==> config.mk <==
export PLATFORM = sky130hd
export DESIGN_NAME = prog_run_ctrl
export DESIGN_NICKNAME = d
export VERILOG_FILES = /design/src/rtl/prog_run_ctrl.sv
export SDC_FILE = /design/constraint.sdc
export NUM_CORES = 1
export LEC_CHECK = 0
export CORE_AREA = 4 4 88 90
export CTS_BUF_LIST = sky130_fd_sc_hd__clkbuf_16
export CTS_CLUSTER_SIZE = 24
export DETAILED_ROUTE_END_ITERATION = 10
export DIE_AREA = 0 0 92 94
export PLACE_DENSITY = 0.69
export SLEW_MARGIN = 40
export SYNTH_ARGS = -nofsm -noshare
export SYNTH_HDL_FRONTEND = slang
export SYNTH_SLANG_ARGS = --single-unit
==> constraint.sdc <==
create_clock -name i_clk -period 6.2 [get_ports i_clk]
set_input_delay 1.55 -clock i_clk [delete_from_list [all_inputs] [get_ports i_clk]]
set_output_delay 1.55 -clock i_clk [all_outputs]
set_load 0.01 [all_outputs]
==> src/rtl/prog_run_ctrl.sv <==
// Run-control sequencer: copies prog_len ROM words into instruction memory, pulses dp_start, then paces the datapath via dp_ce.
// Write pipeline is one register behind rom_addr; there is no backpressure, and abort returns to IDLE from any state on the next edge.
module prog_run_ctrl #(
    parameter int ADDR_W = 12,
    parameter int INST_W = 16,
    parameter int CE_DIV = 4
) (
    input  logic              i_clk,
    input  logic              i_rst,
    input  logic              i_go,
    input  logic              i_abort,
    input  logic              i_step_mode,
    input  logic              i_resume,
    input  logic [ADDR_W-1:0] i_prog_len,
    output logic [ADDR_W-1:0] o_rom_addr,
    input  logic [INST_W-1:0] i_rom_data,
    output logic              o_inst_we,
    output logic [ADDR_W-1:0] o_inst_addr,
    output logic [INST_W-1:0] o_inst_wdata,
    output logic              o_dp_start,
    output logic              o_dp_ce,
    input  logic              i_dp_halt,
    output logic              o_busy,
    output logic [2:0]        o_state
);

    localparam logic [2:0] IDLE   = 3'd0;
    localparam logic [2:0] LOAD   = 3'd1;
    localparam logic [2:0] FLUSH  = 3'd2;
    localparam logic [2:0] START  = 3'd3;
    localparam logic [2:0] RUN    = 3'd4;
    localparam logic [2:0] HALTED = 3'd5;
    localparam logic [2:0] STEP   = 3'd6;

    localparam int PACE_W = (CE_DIV > 1) ? $clog2(CE_DIV) : 1;
    localparam logic [PACE_W-1:0] PACE_LAST = PACE_W'(CE_DIV - 1);

    logic [2:0]        r_state;
    logic [2:0]        w_next;
    logic [ADDR_W-1:0] r_rom_addr;
    logic [ADDR_W-1:0] r_prog_len;
    logic              r_inst_we;
    logic [ADDR_W-1:0] r_inst_addr;
    logic [PACE_W-1:0] r_pace;
    logic              r_halt_q;
    logic              w_halt_edge;
    logic              w_load_last;
    logic              w_go_accept;

    assign w_halt_edge = i_dp_halt & ~r_halt_q;
    assign w_load_last = (r_rom_addr == (r_prog_len - ADDR_W'(1)));
    assign w_go_accept = (r_state == IDLE) && i_go && !i_abort;

    always_ff @(posedge i_clk or posedge i_rst) begin
        if (i_rst) begin
            r_state <= IDLE;
        end else begin
            r_state <= w_next;
        end
    end

    // abort dominates; a halt edge is the only thing that can leave RUN otherwise
    always_comb begin
        w_next = r_state;
        if (i_abort) begin
            w_next = IDLE;
        end else begin
            case (r_state)
                IDLE:    if (i_go) w_next = (i_prog_len == '0) ? START : LOAD;
                LOAD:    if (w_load_last) w_next = FLUSH;
                FLUSH:   w_next = START;
                START:   w_next = i_step_mode ? HALTED : RUN;
                RUN:     if (w_halt_edge) w_next = HALTED;
                HALTED:  if (i_resume) w_next = i_step_mode ? STEP : RUN;
                STEP:    w_next = HALTED;
                default: w_next = IDLE;
            endcase
        end
    end

    always_comb begin
        o_dp_start = (r_state == START);
        o_dp_ce    = ((r_state == RUN) && (r_pace == PACE_LAST) && !w_halt_edge)
                   || (r_state == STEP);
        o_busy     = (r_state != IDLE);
        o_state    = r_state;
    end

    always_ff @(posedge i_clk or posedge i_rst) begin
        if (i_rst) begin
            r_rom_addr  <= '0;
            r_prog_len  <= '0;
            r_inst_we   <= 1'b0;
            r_inst_addr <= '0;
            r_pace      <= '0;
            r_halt_q    <= 1'b0;
        end else begin
            if (w_go_accept) begin
                r_rom_addr <= '0;
                r_prog_len <= i_prog_len;
            end else if (r_state == LOAD) begin
                r_rom_addr <= r_rom_addr + ADDR_W'(1);
            end

            // ROM data lands one cycle after its address, so the write trails by one stage
            r_inst_we <= (r_state == LOAD) && !i_abort;
            if (r_state == LOAD) begin
                r_inst_addr <= r_rom_addr;
            end

            if ((r_state == RUN) && (w_next == RUN)) begin
                r_pace <= (r_pace == PACE_LAST) ? '0 : r_pace + PACE_W'(1);
            end else begin
                r_pace <= '0;
            end

            r_halt_q <= i_dp_halt;
        end
    end

    assign o_rom_addr   = r_rom_addr;
    assign o_inst_we    = r_inst_we;
    assign o_inst_addr  = r_inst_addr;
    assign o_inst_wdata = i_rom_data;

endmodule

Word-level counts from Yosys, hierarchy flattened
Cells that the tools add are included.
{"block": "op_classes", "n_bitwise": 2, "n_eq_ne": 9, "n_mux": 13, "add_sub_neg": 3, "n_reduce_logical": 13}
{"cell": "12-bit two-way mux", "count": 2}
{"cell": "3-bit case mux with 7 select lines", "count": 1}
{"cell": "3-bit two-way mux", "count": 5}
{"cell": "12-bit by 1-bit adder with 12-bit output, second input constant", "count": 1}
{"cell": "12-bit equality test", "count": 1}
{"cell": "3-bit equality test, second input constant", "count": 4}
{"cell": "12-bit zero test", "count": 1}
{"cell": "12-bit by 1-bit subtractor with 12-bit output, second input constant", "count": 1}
{"cell": "2-bit two-way mux", "count": 4}
{"cell": "3-bit by 2-bit equality test with 1-bit output, second input constant", "count": 2}
{"cell": "1-bit logical AND", "count": 6}
{"cell": "3-bit by 1-bit equality test with 1-bit output, second input constant", "count": 1}
{"cell": "3-bit zero test", "count": 1}
{"cell": "3-bit nonzero test", "count": 1}
{"cell": "2-bit by 1-bit adder with 2-bit output, second input constant", "count": 1}
{"cell": "2-bit equality test, second input constant", "count": 1}
{"cell": "1-bit zero test", "count": 2}
{"cell": "2-bit nonzero test", "count": 1}
{"cell": "1-bit AND", "count": 1}
{"cell": "1-bit logical OR", "count": 1}
{"cell": "1-bit two-way mux", "count": 1}
{"cell": "1-bit inverter", "count": 1}
{"block": "word_totals", "input_bits": 35, "wordCells": 47, "regBits": 43, "out_inout_bits": 47}

Depth between registers and ports, before layout
Gate-level depths: netlist of run 1.
{"block": "depth", "ltp_word": 8, "ltp_mapped": 9, "depth_no_buf": 8}

Least setup slack after synthesis of run 1
No wires, ideal clock.
{"block": "synth_path", "kind": "input to output", "start": "input port i_dp_halt", "end": "output port o_dp_ce", "n_path_buf": 0, "path_slack_ns": 2.644, "cell_stages": 3, "arrival_ns": 2.006, "required_time_ns": 4.650, "path_cell_list": "nand2b_1 -> a21oi_1 -> nor3b_1"}
{"block": "synth_between", "elab_chain_cells": 4}
{"item": "from (decl)", "line_no": "22", "text": "input logic i_dp_halt,"}
{"item": "1-bit AND", "line_no": "50", "text": "assign w_halt_edge = i_dp_halt & ~r_halt_q;"}
{"item": "1-bit zero test", "line_no": "83", "text": "o_dp_ce = ((r_state == RUN) && (r_pace == PACE_LAST) && !w_halt_edge)"}
{"item": "1-bit logical AND", "line_no": "83"}
{"item": "1-bit logical OR", "line_no": "84", "text": "|| (r_state == STEP);"}
{"item": "to (decl)", "line_no": "21", "text": "output logic o_dp_ce,"}
No other way between the ends.

Worst setup path in the final report of run 1
Same ends and word-level chain as after synthesis.

==> results.sh, run 1 <==
export IMPL_antennaDiodeCount=0
export IMPL_r2r_worst_path_cells=6
export IMPL_cp_num_buf_inv=2
export IMPL_cp_common_cell="sky130_fd_sc_hd__clkdlybuf4s50_1"
export IMPL_cts_max_level=2
export IMPL_grt_total_usage_pct=12.8
export IMPL_max_cap_violations=0
export IMPL_fp_rows=31
export IMPL_post_route_cells_drive_above_1_share_pct=13.8
export IMPL_crit_chain="clkdlybuf4s50_1, nand2b_1, a21oi_1, nor3b_1, clkdlybuf4s50_1"
export IMPL_start_util_pct=33.9
export IMPL_portion_of_the_post_synthesis_area_used_by_sequential_elements_pct=44.9
export IMPL_criticalPathCategory="in -> out"
export IMPL_cts_resized=0
export IMPL_critPathCaptureType="output port"
export IMPL_grt_setup_unrepaired="false"
export IMPL_clk_insertion_delay_late_ns=0.28
export IMPL_detail_route_drc_violations=0
export IMPL_synth_area_per_cell_sq_um=10.1
export IMPL_grt_overflow_total=0
export IMPL_arrival_ns=2.93
export IMPL_routed_via_density=4.85
export IMPL_clockRootBuffer="sky130_fd_sc_hd__clkbuf_16"
export IMPL_place_worst_setup_slack_ns=1.72
export IMPL_num_vias=1781
export IMPL_area_delta_synth_final_pct=26.5
export IMPL_yosysWarningCount=0
export IMPL_dpl_hpwl_um=3790
export IMPL_core_area_sq_um=7060
export IMPL_final_hold_viol_count=0
export IMPL_worst_slew_pin_transition_ns=0.549
export IMPL_p_per_area_nw_per_um2=297
export IMPL_timing_max_transition_violations_final=0
export IMPL_critical_path_max_stage_delay_ns=0.57
export IMPL_fin_crit_sh_pct=72.2
export IMPL_worst_slack_ns=1.72
export IMPL_netlist_instances=237
export IMPL_postCtsSetupBuffers=0
export IMPL_critical_path_top_delay_family="buffers and inverters"
export IMPL_postLayoutCoreUtil_pct=42.9
export IMPL_highest_clock_rate_ghz=0.223
export IMPL_top_level_ports=82
export IMPL_routed_wl_um=5410
export IMPL_final_setup_tns_ns=0
export IMPL_leak_pwr_uw=0.00128
export IMPL_port_buffers=49
export IMPL_async_reset_ff_share_pct=100
export IMPL_cp_required_ns=4.65
export IMPL_drtIter0Drc=94
export IMPL_synth_flop_cell="sky130_fd_sc_hd__dfrtp_1"
export IMPL_hold_depth=1
export IMPL_number_of_buffers_added_by_the_clock_tree_synthesis_step=5
export IMPL_cts_clk_slew_worst_paths_ns=0.06
export IMPL_synthesis_area_sq_um=2400
export IMPL_yosys_cell_types_count=47
export IMPL_die_w_um=92
export IMPL_timing_hold_worst_class="reg -> reg"
export IMPL_worst_slew_margin_pct=63.1
export IMPL_fillerInstances=696
export IMPL_routedWlPerCell_um=14.8
export IMPL_worst_ir_drop_vdd_mv=0.216
export IMPL_cts_hold_buf=0
export IMPL_critical_path_cell_count=5
export IMPL_crit_path_top_delay_cell="sky130_fd_sc_hd__clkdlybuf4s50_1"
export IMPL_timing_critical_path_from_type="input pin"
export IMPL_place_congestion=0.778
export IMPL_finalSetupViolations=0
export IMPL_fin_crit_period_ns=4.48
export IMPL_drt_pass1_iterations=4
export IMPL_floorplan_die_height_um=94
export IMPL_run_status="complete, no violations"
export IMPL_mappedNetlistNets=275
export IMPL_synth_seq_cells=43
export IMPL_layout_nets=305
export IMPL_finalClockSkew_ns=0.00683
export IMPL_die_area_sq_um=8650
export IMPL_clock_tree_from_tritoncts="built"
export IMPL_drt_antenna_violating_nets=0
export IMPL_grt_start_max_net_pins=44
export IMPL_synth_edf_count=0
export IMPL_worst_path_max_fanout=3
export IMPL_wire_length_of_the_first_global_routing_pass_um=8770
export IMPL_first_global_vias=1836
export IMPL_reg2reg_slack_ns=3.96
export IMPL_cts_root_to_sink_buffers=2
export IMPL_clkSinkCount=43
export IMPL_number_of_antenna_violations_at_the_first_check_in_global_routing=0
path summary, 6_finish.rpt:
path	start	endpoint
worst min-delay path	r_pace[0]	r_pace[0]
worst max register to register	r_prog_len[2]	o_state[0]
worst max-delay path	i_dp_halt	o_dp_ce
min in group asynchronous	i_rst	o_rom_addr[9]
worst min register to register	r_pace[0]	r_pace[0]
max in group asynchronous	i_rst	o_inst_addr[6]
registers in the layout, indices dropped and copies added (netlist names):
| signal | cells |
|---|---|
| o_inst_addr | 12 |
| o_rom_addr | 12 |
| r_prog_len | 12 |
| o_state | 3 |
| r_pace | 2 |
| o_inst_we | 1 |
| r_halt_q | 1 |
cell usage in the layout, fill, tap and decap left out, types with 2 or more instances in the layout:
cell type                         instances
sky130_fd_sc_hd__xnor2_1                  5
sky130_fd_sc_hd__a21oi_1                  6
sky130_fd_sc_hd__clkbuf_16                5
sky130_fd_sc_hd__ha_1                     3
sky130_fd_sc_hd__nand4_1                  7
sky130_fd_sc_hd__o21ai_0                  6
sky130_fd_sc_hd__nand2b_1                 2
sky130_fd_sc_hd__a31oi_1                  2
sky130_fd_sc_hd__dfrtp_1                 43
sky130_fd_sc_hd__or3_1                    3
sky130_fd_sc_hd__inv_1                    9
sky130_fd_sc_hd__and3_1                   2
sky130_fd_sc_hd__clkinv_1                 2
sky130_fd_sc_hd__clkdlybuf4s50_1         49
sky130_fd_sc_hd__nor4_1                   2
sky130_fd_sc_hd__nor3_1                  10
sky130_fd_sc_hd__nand2_1                 13
sky130_fd_sc_hd__buf_4                    3
sky130_fd_sc_hd__nor2_1                  21
sky130_fd_sc_hd__nor3b_1                  2
sky130_fd_sc_hd__xor2_1                  19
sky130_fd_sc_hd__mux2i_1                  2
sky130_fd_sc_hd__mux2_2                  20
sky130_fd_sc_hd__nand3_1                  7
metal layers:
metal  up-vias  routed length (um)  global-route usage, %  share of wire (%)
li1        870                   -                      -                  -
met1       869                2420                   14.8                 45
met2        37                2690                   23.0                 50
met3         5                 238                   3.45                4.4
met4         0                  64                   3.84                1.2
met5         -                   0                      0                  0
Yosys cell counts, drive strengths merged, types with 3 or more instances:
master	count	area (sq um)
dfrtp	43	1080
buf	19	140
ha	3	37.5
nor4	4	37.5
nand2	13	48.8
mux2	20	225
xnor2	5	43.8
or3	3	18.8
nand4	7	43.8
clkbuf	10	38.8
nor3b	3	22.5
nor2	21	78.8
a21oi	6	30.0
o21ai	7	35.0
inv	10	37.5
nand3	7	35.0
nor3	10	50.1
xor2	19	166
report_power, final:
group,leakage [uW],internal (uW),switching (uW)
logic,0.000628,124,103
registers,0.000566,320,60.1
clock network,0.0000812,188,106
metrics by stage:
stage,cell area [sq um],hold WS [ns],cells,power (uW)
floorplan,2400,0.415,237,531
global placement,2870,0.427,359,604
detailed placement,2870,0.442,359,609
CTS,3030,0.453,367,910
global route,3030,0.485,367,948
finish,3030,0.455,367,901
worst reg2reg max path, cell delays in order, from the launching register on:
cell and delay, ns:
sky130_fd_sc_hd__dfrtp_1 0.48, sky130_fd_sc_hd__nor4_2 0.58, sky130_fd_sc_hd__nand3_1 0.17, sky130_fd_sc_hd__xnor2_1 0.18
sky130_fd_sc_hd__a2111oi_2 0.44, sky130_fd_sc_hd__nand3_1 0.13, sky130_fd_sc_hd__o2bb2ai_1 0.14
layout make-up:
class / instances / area (sq um) / share of cell area, %
clock buffers: 5 / 125 / 4.13
clock inverters: 3 / 38.8 / 1.28
inverters: 10 / 37.5 / 1.24
multi-input cells: 155 / 1120 / 36.9
flip-flops and latches: 43 / 1080 / 35.5
well taps: 99 / 124 / 4.09
repair buffers: 52 / 513 / 16.9
cells by family (layout without fill, tap and decap cells):
group	after synthesis	count (layout)	synth area share [%]
simple gates	80	80	17.7
flops	43	43	44.9
buf+inv	39	70	9.03
compound gates	26	26	7.78
xor+xnor	24	24	8.77
mux	22	22	10.2
fa+ha+maj	3	3	1.57
(Power assumes the default switching activity.)
==> inputs of run 2 (changes only) <==
PLACE_DENSITY = 0.72   (was 0.69)
clock period = 3.6 ns   (was 6.2 ns; I/O delays follow)
==> run 2 against run 1 <==
Effect of this change: cell area grew 1.1%; first-iteration DRC count is 55% higher; core utilization grew 0.48 points; critical path depth did not move; clock power increased by 96%; cell count rose by 0.27%; flip-flop and latch count stayed put; setup slack worse by 1.3 ns; total power increased by 81%; global-route usage rose by 0.54 points; clock-buffer cell count stayed put; critical endpoint unchanged; largest cell class unchanged.
==> results.sh, run 2 (same netlist as run 1, synthesis figures left out) <==
export IMPL_max_cap_violations=0
export IMPL_worst_path_max_fanout=3
export IMPL_grt_overflow_total=0
export IMPL_final_hold_viol_count=0
export IMPL_fin_crit_period_ns=3.17
export IMPL_number_of_buffers_added_by_the_clock_tree_synthesis_step=5
export IMPL_first_global_vias=1853
export IMPL_cts_max_level=2
export IMPL_grt_start_max_net_pins=30
export IMPL_drt_pass1_iterations=4
export IMPL_worst_slew_pin_transition_ns=0.808
export IMPL_arrival_ns=2.27
export IMPL_grt_setup_unrepaired="false"
export IMPL_fillerInstances=690
export IMPL_leak_pwr_uw=0.00130
export IMPL_place_congestion=0.826
export IMPL_layout_nets=306
export IMPL_wire_length_of_the_first_global_routing_pass_um=9240
export IMPL_cts_resized=0
export IMPL_critical_path_max_stage_delay_ns=0.56
export IMPL_cp_common_cell="sky130_fd_sc_hd__clkdlybuf4s50_1"
export IMPL_clkSinkCount=43
export IMPL_p_per_area_nw_per_um2=531
export IMPL_drtIter0Drc=146
export IMPL_multi_input_area_sq_um=1120
export IMPL_number_of_antenna_violations_at_the_first_check_in_global_routing=0
export IMPL_cts_clk_slew_worst_paths_ns=0.06
export IMPL_run_status="complete, no violations"
export IMPL_clock_tree_from_tritoncts="built"
export IMPL_die_w_um=92
export IMPL_core_area_sq_um=7060
export IMPL_cts_hold_buf=0
export IMPL_clockRootBuffer="sky130_fd_sc_hd__clkbuf_16"
export IMPL_routed_wl_um=5570
export IMPL_layout_cells_most_common_list="sky130_fd_sc_hd__clkdlybuf4s50_1 (49), sky130_fd_sc_hd__dfrtp_1 (43), sky130_fd_sc_hd__nor2_1 (21), sky130_fd_sc_hd__mux2_2 (20), sky130_fd_sc_hd__xor2_1 (19)"
export IMPL_floorplan_die_height_um=94
export IMPL_drt_antenna_violating_nets=0
export IMPL_post_route_cells_drive_above_1_share_pct=14.5
export IMPL_fp_rows=31
export IMPL_criticalPathCategory="in -> out"
export IMPL_grt_total_usage_pct=13.3
export IMPL_antennaDiodeCount=0
export IMPL_timing_max_transition_violations_final=0
export IMPL_clk_insertion_delay_late_ns=0.28
export IMPL_crit_chain="clkdlybuf4s50_1, nand2b_1, a21oi_1, nor3b_1, clkdlybuf4s50_1"
export IMPL_timing_hold_worst_class="reg -> reg"
export IMPL_highest_clock_rate_ghz=0.315
export IMPL_crit_path_top_delay_cell="sky130_fd_sc_hd__clkdlybuf4s50_1"
export IMPL_fin_crit_sh_pct=88.2
export IMPL_fin_worst_hold_slack_ns=0.444
export IMPL_port_buffers=49
export IMPL_timing_critical_path_from_type="input pin"
export IMPL_seq_area_sq_um=1080
export IMPL_cts_root_to_sink_buffers=2
export IMPL_dpl_hpwl_um=4030
export IMPL_mostFrequentLayoutCell="sky130_fd_sc_hd__clkdlybuf4s50_1"
export IMPL_critical_path_top_delay_family="buffers and inverters"
export IMPL_finalSetupViolations=0
export IMPL_worst_slew_margin_pct=45.9
export IMPL_top_level_ports=82
export IMPL_start_util_pct=33.9
export IMPL_cp_num_buf_inv=2
export IMPL_cp_required_ns=2.70
export IMPL_routedWlPerCell_um=15.1
export IMPL_die_area_sq_um=8650
export IMPL_area_delta_synth_final_pct=27.9
export IMPL_worst_ir_drop_vdd_mv=0.332
export IMPL_routed_via_density=4.96
export IMPL_finalClockSkew_ns=0.00635
export IMPL_final_setup_tns_ns=0
export IMPL_postCtsSetupBuffers=0
export IMPL_detail_route_drc_violations=0
export IMPL_num_vias=1827
export IMPL_critPathCaptureType="output port"
==> run 2: changes by cell type in the layout (fill, tap and decap cells not counted) <==
cell / previous run / this run
sky130_fd_sc_hd__buf_4: 3 / 4
sky130_fd_sc_hd__bufinv_16: 1 / 2
sky130_fd_sc_hd__clkinv_1: 2 / 0
sky130_fd_sc_hd__inv_1: 9 / 10
==> run 2: routing by layer <==
metal  GRT usage [%]  vias to the layer above  share of wire (%)
met5               0                        -                  0
met4            4.08                        0                1.4
met3            2.88                       14                4.3
met2            22.1                       57                 48
met1            17.4                      885                 46
li1                -                      871                  -
==> run 2: area by class of cell <==
cell class,instances,area share (%)
well taps,99,4.04
flip-flops and latches,43,35.1
repair buffers,53,17.0
clock buffers,5,4.08
inverters,10,1.27
multi-input cells,155,36.4
clock inverters,3,2.08
==> run 2: worst paths after layout <==
check,depth (start not counted),from,slack (ns),to
max,5,i_dp_halt,0.43,o_dp_ce
min,1,r_pace[0],0.44,r_pace[0]
max reg2reg,6,r_prog_len[2],1.21,o_state[0]
min reg2reg,1,r_pace[0],0.44,r_pace[0]
max in group asynchronous,3,i_rst,2.07,o_inst_addr[5]
min in group asynchronous,2,i_rst,0.95,o_inst_addr[8]
==> run 2: power by group <==
group	switching (uW)	internal, uW	leakage (uW)	total [uW]
Clock	180	395	0.0000952	575
Combinational	179	215	0.000636	394
Sequential	108	551	0.000566	659
==> run 2: metrics by stage <==
step | setup slack [ns] | cell area (sq um) | cells | utilization, % | power, uW
2_1_floorplan | 1.34 | 2400 | 237 | - | 915
3_3_place_gp | 0.445 | 2870 | 359 | 40.6 | 1040
3_5_place_dp | 0.414 | 2880 | 360 | 40.7 | 1060
4_1_cts | 0.406 | 3070 | 368 | 43.4 | 1640
5_1_grt | 0.329 | 3070 | 368 | 43.4 | 1710
6_report | 0.425 | 3070 | 368 | 43.4 | 1630
